===== src/rtl/pipe_stage_reg_if.sv =====
// Handshake bundle for one pipeline stage register: upstream valid/data/ready
// on the *_i/ready_o side and downstream valid/data/ready on the *_o/ready_i side.
interface pipe_stage_reg_if #(
    parameter int DATA_W = 64
);
    logic              valid_i;
    logic [DATA_W-1:0] data_i;
    logic              ready_o;
    logic              valid_o;
    logic [DATA_W-1:0] data_o;
    logic              ready_i;

    // slave: the stage itself; master: whatever surrounds it
    modport slave (
        input  valid_i, data_i, ready_i,
        output ready_o, valid_o, data_o
    );
    modport master (
        output valid_i, data_i, ready_i,
        input  ready_o, valid_o, data_o
    );
endinterface


===== src/rtl/pipe_stage_reg.sv =====
// Pipeline stage register with flush and saturating back-pressure counter.
// Define PIPE_STAGE_SKID_EN for a registered-ready skid buffer; otherwise a plain stall register.
module pipe_stage_reg #(
    parameter int                DATA_W  = 64,
    parameter logic [DATA_W-1:0] RST_VAL = {DATA_W{1'b0}},
    parameter int                CNT_W   = 16
) (
    input  logic             clk_i,
    input  logic             rst_i,
    pipe_stage_reg_if.slave  bus,
    input  logic             flush_i,
    output logic [CNT_W-1:0] stall_cnt_o
);

    typedef enum logic [1:0] {
        ST_EMPTY = 2'd0,
        ST_FULL  = 2'd1,
        ST_SKID  = 2'd2
    } state_t;

    state_t            state_reg, state_next;
    logic [DATA_W-1:0] main_reg, main_next;
    logic [CNT_W-1:0]  stall_cnt_reg, stall_cnt_next;
    logic              valid_int, ready_int;
    logic              in_xfer, out_xfer;
`ifdef PIPE_STAGE_SKID_EN
    logic [DATA_W-1:0] skid_reg, skid_next;
`endif

    // State register
    always_ff @(posedge clk_i or negedge rst_i) begin
        if (!rst_i) begin
            state_reg <= ST_EMPTY;
        end else begin
            state_reg <= state_next;
        end
    end

    // Output decode
    always_comb begin
        valid_int = (state_reg != ST_EMPTY);
`ifdef PIPE_STAGE_SKID_EN
        // Registered ready: breaks the ready_i -> ready_o timing path
        ready_int = (state_reg != ST_SKID);
`else
        ready_int = bus.ready_i | (state_reg == ST_EMPTY);
`endif
    end

    assign in_xfer     = bus.valid_i & ready_int;
    assign out_xfer    = valid_int & bus.ready_i;
    assign bus.valid_o = valid_int;
    assign bus.ready_o = ready_int;
    assign bus.data_o  = main_reg;
    assign stall_cnt_o = stall_cnt_reg;

    // Next-state logic; flush overrides everything
    always_comb begin
        state_next = state_reg;
        if (flush_i) begin
            state_next = ST_EMPTY;
        end else begin
            case (state_reg)
                ST_EMPTY: begin
                    if (in_xfer) state_next = ST_FULL;
                end
                ST_FULL: begin
                    if (out_xfer && !in_xfer) begin
                        state_next = ST_EMPTY;
`ifdef PIPE_STAGE_SKID_EN
                    end else if (in_xfer && !bus.ready_i) begin
                        state_next = ST_SKID;
`endif
                    end
                end
`ifdef PIPE_STAGE_SKID_EN
                ST_SKID: begin
                    if (bus.ready_i) state_next = ST_FULL;
                end
`endif
                default: state_next = ST_EMPTY;
            endcase
        end
    end

    // Payload datapath
    always_comb begin
        main_next = main_reg;
`ifdef PIPE_STAGE_SKID_EN
        skid_next = skid_reg;
`endif
        if (flush_i) begin
            main_next = RST_VAL;
`ifdef PIPE_STAGE_SKID_EN
            skid_next = RST_VAL;
`endif
        end else begin
`ifdef PIPE_STAGE_SKID_EN
            case (state_reg)
                ST_EMPTY: if (in_xfer) main_next = bus.data_i;
                ST_FULL: begin
                    // Downstream stalled: park the new word so data_o stays put
                    if (in_xfer && bus.ready_i)  main_next = bus.data_i;
                    else if (in_xfer)            skid_next = bus.data_i;
                end
                ST_SKID: if (bus.ready_i) main_next = skid_reg;
                default: main_next = main_reg;
            endcase
`else
            // ready_o already folds in ready_i, so any accepted word may overwrite
            if (in_xfer) main_next = bus.data_i;
`endif
        end
    end

    always_ff @(posedge clk_i or negedge rst_i) begin
        if (!rst_i) begin
            main_reg <= RST_VAL;
`ifdef PIPE_STAGE_SKID_EN
            skid_reg <= RST_VAL;
`endif
        end else begin
            main_reg <= main_next;
`ifdef PIPE_STAGE_SKID_EN
            skid_reg <= skid_next;
`endif
        end
    end

    // Saturating back-pressure counter; deliberately survives flush
    always_comb begin
        stall_cnt_next = stall_cnt_reg;
        if (valid_int && !bus.ready_i && !flush_i && (stall_cnt_reg != {CNT_W{1'b1}})) begin
            stall_cnt_next = stall_cnt_reg + {{(CNT_W-1){1'b0}}, 1'b1};
        end
    end

    always_ff @(posedge clk_i or negedge rst_i) begin
        if (!rst_i) begin
            stall_cnt_reg <= '0;
        end else begin
            stall_cnt_reg <= stall_cnt_next;
        end
    end

endmodule


===== src/flat_wrapper.sv =====
// flat-port wrapper written by rule: the top's interface ports become plain ports
module pipe_stage_reg_flat 
#(
    parameter int                DATA_W  = 64,
    parameter logic [DATA_W-1:0] RST_VAL = {DATA_W{1'b0}},
    parameter int                CNT_W   = 16
)
  (clk_i, rst_i, flush_i, stall_cnt_o, bus_valid_i, bus_data_i, bus_ready_i, bus_ready_o, bus_valid_o, bus_data_o);
  pipe_stage_reg_if #(.DATA_W(DATA_W)) bus_i ();
  input  logic clk_i;
  input  logic rst_i;
  input  logic flush_i;
  output logic [CNT_W-1:0] stall_cnt_o;
  input wire logic [$bits(bus_i.valid_i)-1:0] bus_valid_i;
  input wire logic [$bits(bus_i.data_i)-1:0] bus_data_i;
  input wire logic [$bits(bus_i.ready_i)-1:0] bus_ready_i;
  output wire logic [$bits(bus_i.ready_o)-1:0] bus_ready_o;
  output wire logic [$bits(bus_i.valid_o)-1:0] bus_valid_o;
  output wire logic [$bits(bus_i.data_o)-1:0] bus_data_o;
  assign bus_i.valid_i = bus_valid_i;
  assign bus_i.data_i = bus_data_i;
  assign bus_i.ready_i = bus_ready_i;
  assign bus_ready_o = bus_i.ready_o;
  assign bus_valid_o = bus_i.valid_o;
  assign bus_data_o = bus_i.data_o;
  pipe_stage_reg #(.DATA_W(DATA_W), .RST_VAL(RST_VAL), .CNT_W(CNT_W)) u_core (.clk_i(clk_i), .rst_i(rst_i), .bus(bus_i), .flush_i(flush_i), .stall_cnt_o(stall_cnt_o));
endmodule

===== config.mk =====
export PLATFORM = sky130hd
export DESIGN_NAME = pipe_stage_reg_flat
export DESIGN_NICKNAME = d
export VERILOG_FILES = /design/src/rtl/pipe_stage_reg_if.sv /design/src/rtl/pipe_stage_reg.sv /design/src/flat_wrapper.sv
export SDC_FILE = /design/constraint.sdc
export NUM_CORES = 1
export LEC_CHECK = 0
export CAP_MARGIN = 20
export CORE_MARGIN = 5
export CORE_UTILIZATION = 45
export CTS_BUF_LIST = sky130_fd_sc_hd__clkbuf_16
export CTS_CLUSTER_DIAMETER = 150
export DETAILED_ROUTE_END_ITERATION = 16
export PLACE_DENSITY = 0.86
export SYNTH_ARGS = -nofsm -noshare
export SYNTH_HDL_FRONTEND = slang
export SYNTH_SLANG_ARGS = --single-unit

===== constraint.sdc =====
create_clock -name clk_i -period 4.8 [get_ports clk_i]
set_clock_uncertainty 0.1 [all_clocks]
set_input_delay 0.96 -clock clk_i [delete_from_list [all_inputs] [get_ports clk_i]]
set_output_delay 0.96 -clock clk_i [all_outputs]
set_load 0.01 [all_outputs]

======== Word-level counts from Yosys, hierarchy flattened ========
Cells that the tools add are included.
storage, ports and cells
  register bits after elaboration ......... 82
  output and inout port bits .............. 82
  input port bits ......................... 69
operators by class
  $add $sub $neg .......................... 1
  equal/unequal tests ..................... 4
  bitwise gates (word level) .............. 3
  reductions and logical operators ........ 11
  mux-type cells .......................... 6
operator list
  kind                                                   number
  2-to-1 mux 64 bit                                      2
  adder 16 x 1 -> 16 bit, second input constant          1
  inequality test 16 bit, second input constant          1
  2-to-1 mux 2 bit                                       3
  inequality test 3 x 2 -> 1 bit, second input constant  2
  logical AND 1 bit                                      4
  one-hot mux 2 bit (2 select lines)                     1
  nonzero test 2 bit                                     2
  logical NOT 1 bit                                      3
  AND 1 bit                                              2
  == test 2 x 1 -> 1 bit, second input constant          1
  logical NOT 2 bit                                      1
  AND reduction 2 bit                                    1
  bitwise OR 1 bit                                       1

======== Logic depth before layout (Yosys ltp) ========
  word-level depth ........................ 8
  gate-level depth with buffers ........... 6
  gate-level depth less buffers ........... 5

======== Least setup slack after synthesis ========
OpenSTA, ideal clock, no wires.
  kind .................................... in2out
  from .................................... input bus_ready_i
  to ...................................... output bus_ready_o
  arrival time ............................ 1.162 ns
  data required time ...................... 3.740 ns
  path slack .............................. 2.578 ns
  cell stages on the path ................. 1
  cell sequence ........................... nand2b_1
on the way
  word-level cells in the longest chain between the ends .. 1
ends and longest elaborated chain
  element           RTL line              source
  from (decl)       flat_wrapper.sv:16    input wire logic [$bits(bus_i.ready_i)-1:0] bus_ready_i;
  bitwise OR 1 bit  pipe_stage_reg.sv:46  ready_int = bus.ready_i | (state_reg == ST_EMPTY);
  to (decl)         flat_wrapper.sv:17    output wire logic [$bits(bus_i.ready_o)-1:0] bus_ready_o;
No other way between the ends.

======== Worst setup path after layout ========
Same ends and word-level chain as after synthesis.

==> flow_summary.yaml <==
critical_path:
  worst-setup-path-type: "in -> out"
  critPathLaunchType: "input port"
  worstPathRequired_ps: 3740
  path_common_cell: "clkdlybuf4s50_1"
  critPathMaxStageDelay_ps: 570
  critPathSlowestCell: "clkdlybuf4s50_1"
  critPathCaptureType: "output port"
  arrival_ps: 2240
  path_cells: "clkdlybuf4s50_1 -> nand2b_1 -> clkdlybuf4s50_1"
  reg2regPathDepth: 3
  crit_path_max_fanout: 5
cts:
  cts_buffers: 9
  clockBufferDepth: 2
  clock_latency_ps: 320
  ctsResizeCount: 0
  post_cts_buffers: 0
  ctsHoldBuffers: 0
  cts_max_level: 3
  cts.clk_slew.worst_paths_ps: 60
  cts_root_buf: "clkbuf_16"
  clkSinkCount: 81
  tritoncts: "yes"
yosys:
  synth_nets: 425
  synth_largest_area_cell: "dfrtp_1"
  synthDistinctLibCells: 29
  synth_adder_area_share_pct: 0.3738
  ys_async_sr_fraction_pct: 100.0
  ys.flop_type: "dfrtp_1"
  synth_top_family_by_area: "simple AND/OR/NAND/NOR gates"
  synth_compound_area_share_pct: 10.21
  syn_area_mm2: 0.003347
  seq_area_frac_synth_pct: 60.56
  synth_edf_count: 0
  synth_top_area_share_pct: 60.56
  syn_inst: 355
  ys_ff_latch: 81
  synth-simple-area-share_pct: 21.76
  synth_mux_area_share_pct: 0.3364
  ys_top_cells_by_area: "dfrtp_1, nand2_1, a21oi_1, xnor2_1, clkbuf_1"
  avgSynthCellArea_um2: 9.428
  synth-xor-area-share_pct: 3.925
  yosysWarnings: 0
power:
  p_leak_nw: 2.250
  power.density_mw_per_mm2: 325.7
  power_frac_clock_pct: 37.6
  p_seq_share_pct: 45.1
  p_total_mw: 1.704
  pwr-share-comb_pct: 17.4
  power_switching_mw: 0.4165
  peakVddDrop_uv: 217.1
  power.internal_mw: 1.288
  p_sw_share_pct: 24.44
floorplanning:
  fp.dieArea_mm2: 0.009262
  start_util_pct: 46.14
  core_area_mm2: 0.007253
  die_x_um: 96.24
  die_y_um: 96.24
  rows: 31
  io_pins: 151
finish:
  final_common_cell: "clkdlybuf4s50_1"
  layout-drive-gt1-share_pct: 5.567
  area_growth_pct: 56.34
  mostFrequentLayoutCells: "clkdlybuf4s50_1, nand2_1, dfrtp_1, a21oi_1"
  diodes: 0
  stdcell_area_mm2: 0.005233
  largest_register_ffs: 64
  nNetsFinal: 569
  final_core_util_pct: 72.14
timing:
  slew_viol_final: 0
  rsz0062_at_grt: "false"
  layout_setup_ws_ps: 1498
  finalHoldViolations: 0
  max_slew_margin_pct: 51.56
  final-setup-viol-count: 0
  finalCritPeriodShare_pct: 68.79
  layout_min_cycle_time_ps: 3302
  finalSetupTns_ps: 0
  fmax_mhz: 302.8
  worst_pin_slew_ps: 726.5
global_route:
  grt_pass1_vias: 3098
  grt_max_degree: 82
  grt_antenna_before_repair: 0
  overflow: 0
  grt_use_total_pct: 20.41
  grt_pass1_wl_mm: 14.56
detailed_routing:
  via_per_inst: 4.980
  drtAntennaViolNets: 0
  drtIter0Drc: 79
  postRouteWirelength_mm: 9.300
  first_pass_iters: 5
  drt-wirelength-per-cell_um: 15.45
  via_count: 2998
  drcViolationCount: 0
placement:
  postPlaceCellArea_mm2: 0.004928
  place_hpwl_mm: 6.550
  place_congestion: 0.7867
  post-place-ws_ps: 1499
  portBuffers: 150
run:
  drv_cap: 0
min_path:
  hold_class: "in -> async"
status:
  outcome: "complete, no violations"
==> power groups by stage <==
stage	clock (mW)	sequential, mW	combinational (mW)
2_1_floorplan	0	0.798	0.0815
3_3_place_gp	0	0.776	0.286
3_5_place_dp	0	0.779	0.297
4_1_cts	0.652	0.768	0.298
5_1_grt	0.687	0.775	0.323
6_report	0.640	0.768	0.296
==> synth_stat cells (5+ instances only) <==
cell,n
buf_1,5
nor3_1,5
nand3_1,6
a21oi_1,65
nand4_1,6
xor2_1,6
nor2_1,6
nand2_1,131
dfrtp_1,81
xnor2_1,9
clkbuf_1,14
==> through the flow <==
step,hold slack [ps],std cells
2_1_floorplan,425.7,355
3_3_place_gp,386.2,584
3_5_place_dp,403.1,586
4_1_cts,410.3,601
5_1_grt,340.6,602
6_report,348.0,602
==> worst max-delay path, delay by kind of cell <==
family / cells / cell delay (ps)
simple gates: 1 / 220
buf+inv: 2 / 1060
==> kinds of logic (layout without fill, tap and decap cells) <==
kind of cell,count (synthesis),after routing
flip-flops,81,81
buffers and inverters,23,171
AND/OR/NAND/NOR,168,168
multiplexers,1,1
adder cells (fa/ha/maj),1,1
AO/OA/AOI/OAI,66,66
XOR/XNOR,15,15
==> layer usage <==
metal	vias to the layer above	wire length, µm	track usage, %
met3	14	874	8.053
met4	0	160	7.227
met1	1407	3709	24.35
met5	-	0	0
met2	117	4555	33.41
li1	1460	-	-
==> final cells by class <==
type                       count  area (µm²)
clock buffer                   9       225.2
clock inverter                 6       51.30
fill                         531        2021
inverter                       2       7.507
multi-input combinational    251        1229
sequential                    81        2027
tap                           99       123.9
timing repair buffer         154        1569
==> path summary, 6_finish.rpt <==
path | from | to | slack (ps)
worst max-delay path | bus_ready_i | bus_ready_o | 1500
worst min-delay path | rst_i | u_core.stall_cnt_o[13] | 350
worst max register to register | u_core.stall_cnt_o[12] | u_core.stall_cnt_o[1] | 2920
worst min register to register | u_core.stall_cnt_o[15] | u_core.stall_cnt_o[15] | 410
max in group asynchronous | rst_i | u_core.bus.data_o[1] | 3690
min in group clk_i | u_core.stall_cnt_o[15] | u_core.stall_cnt_o[15] | 410
No activity file was read; power rests on OpenSTA's default activity.
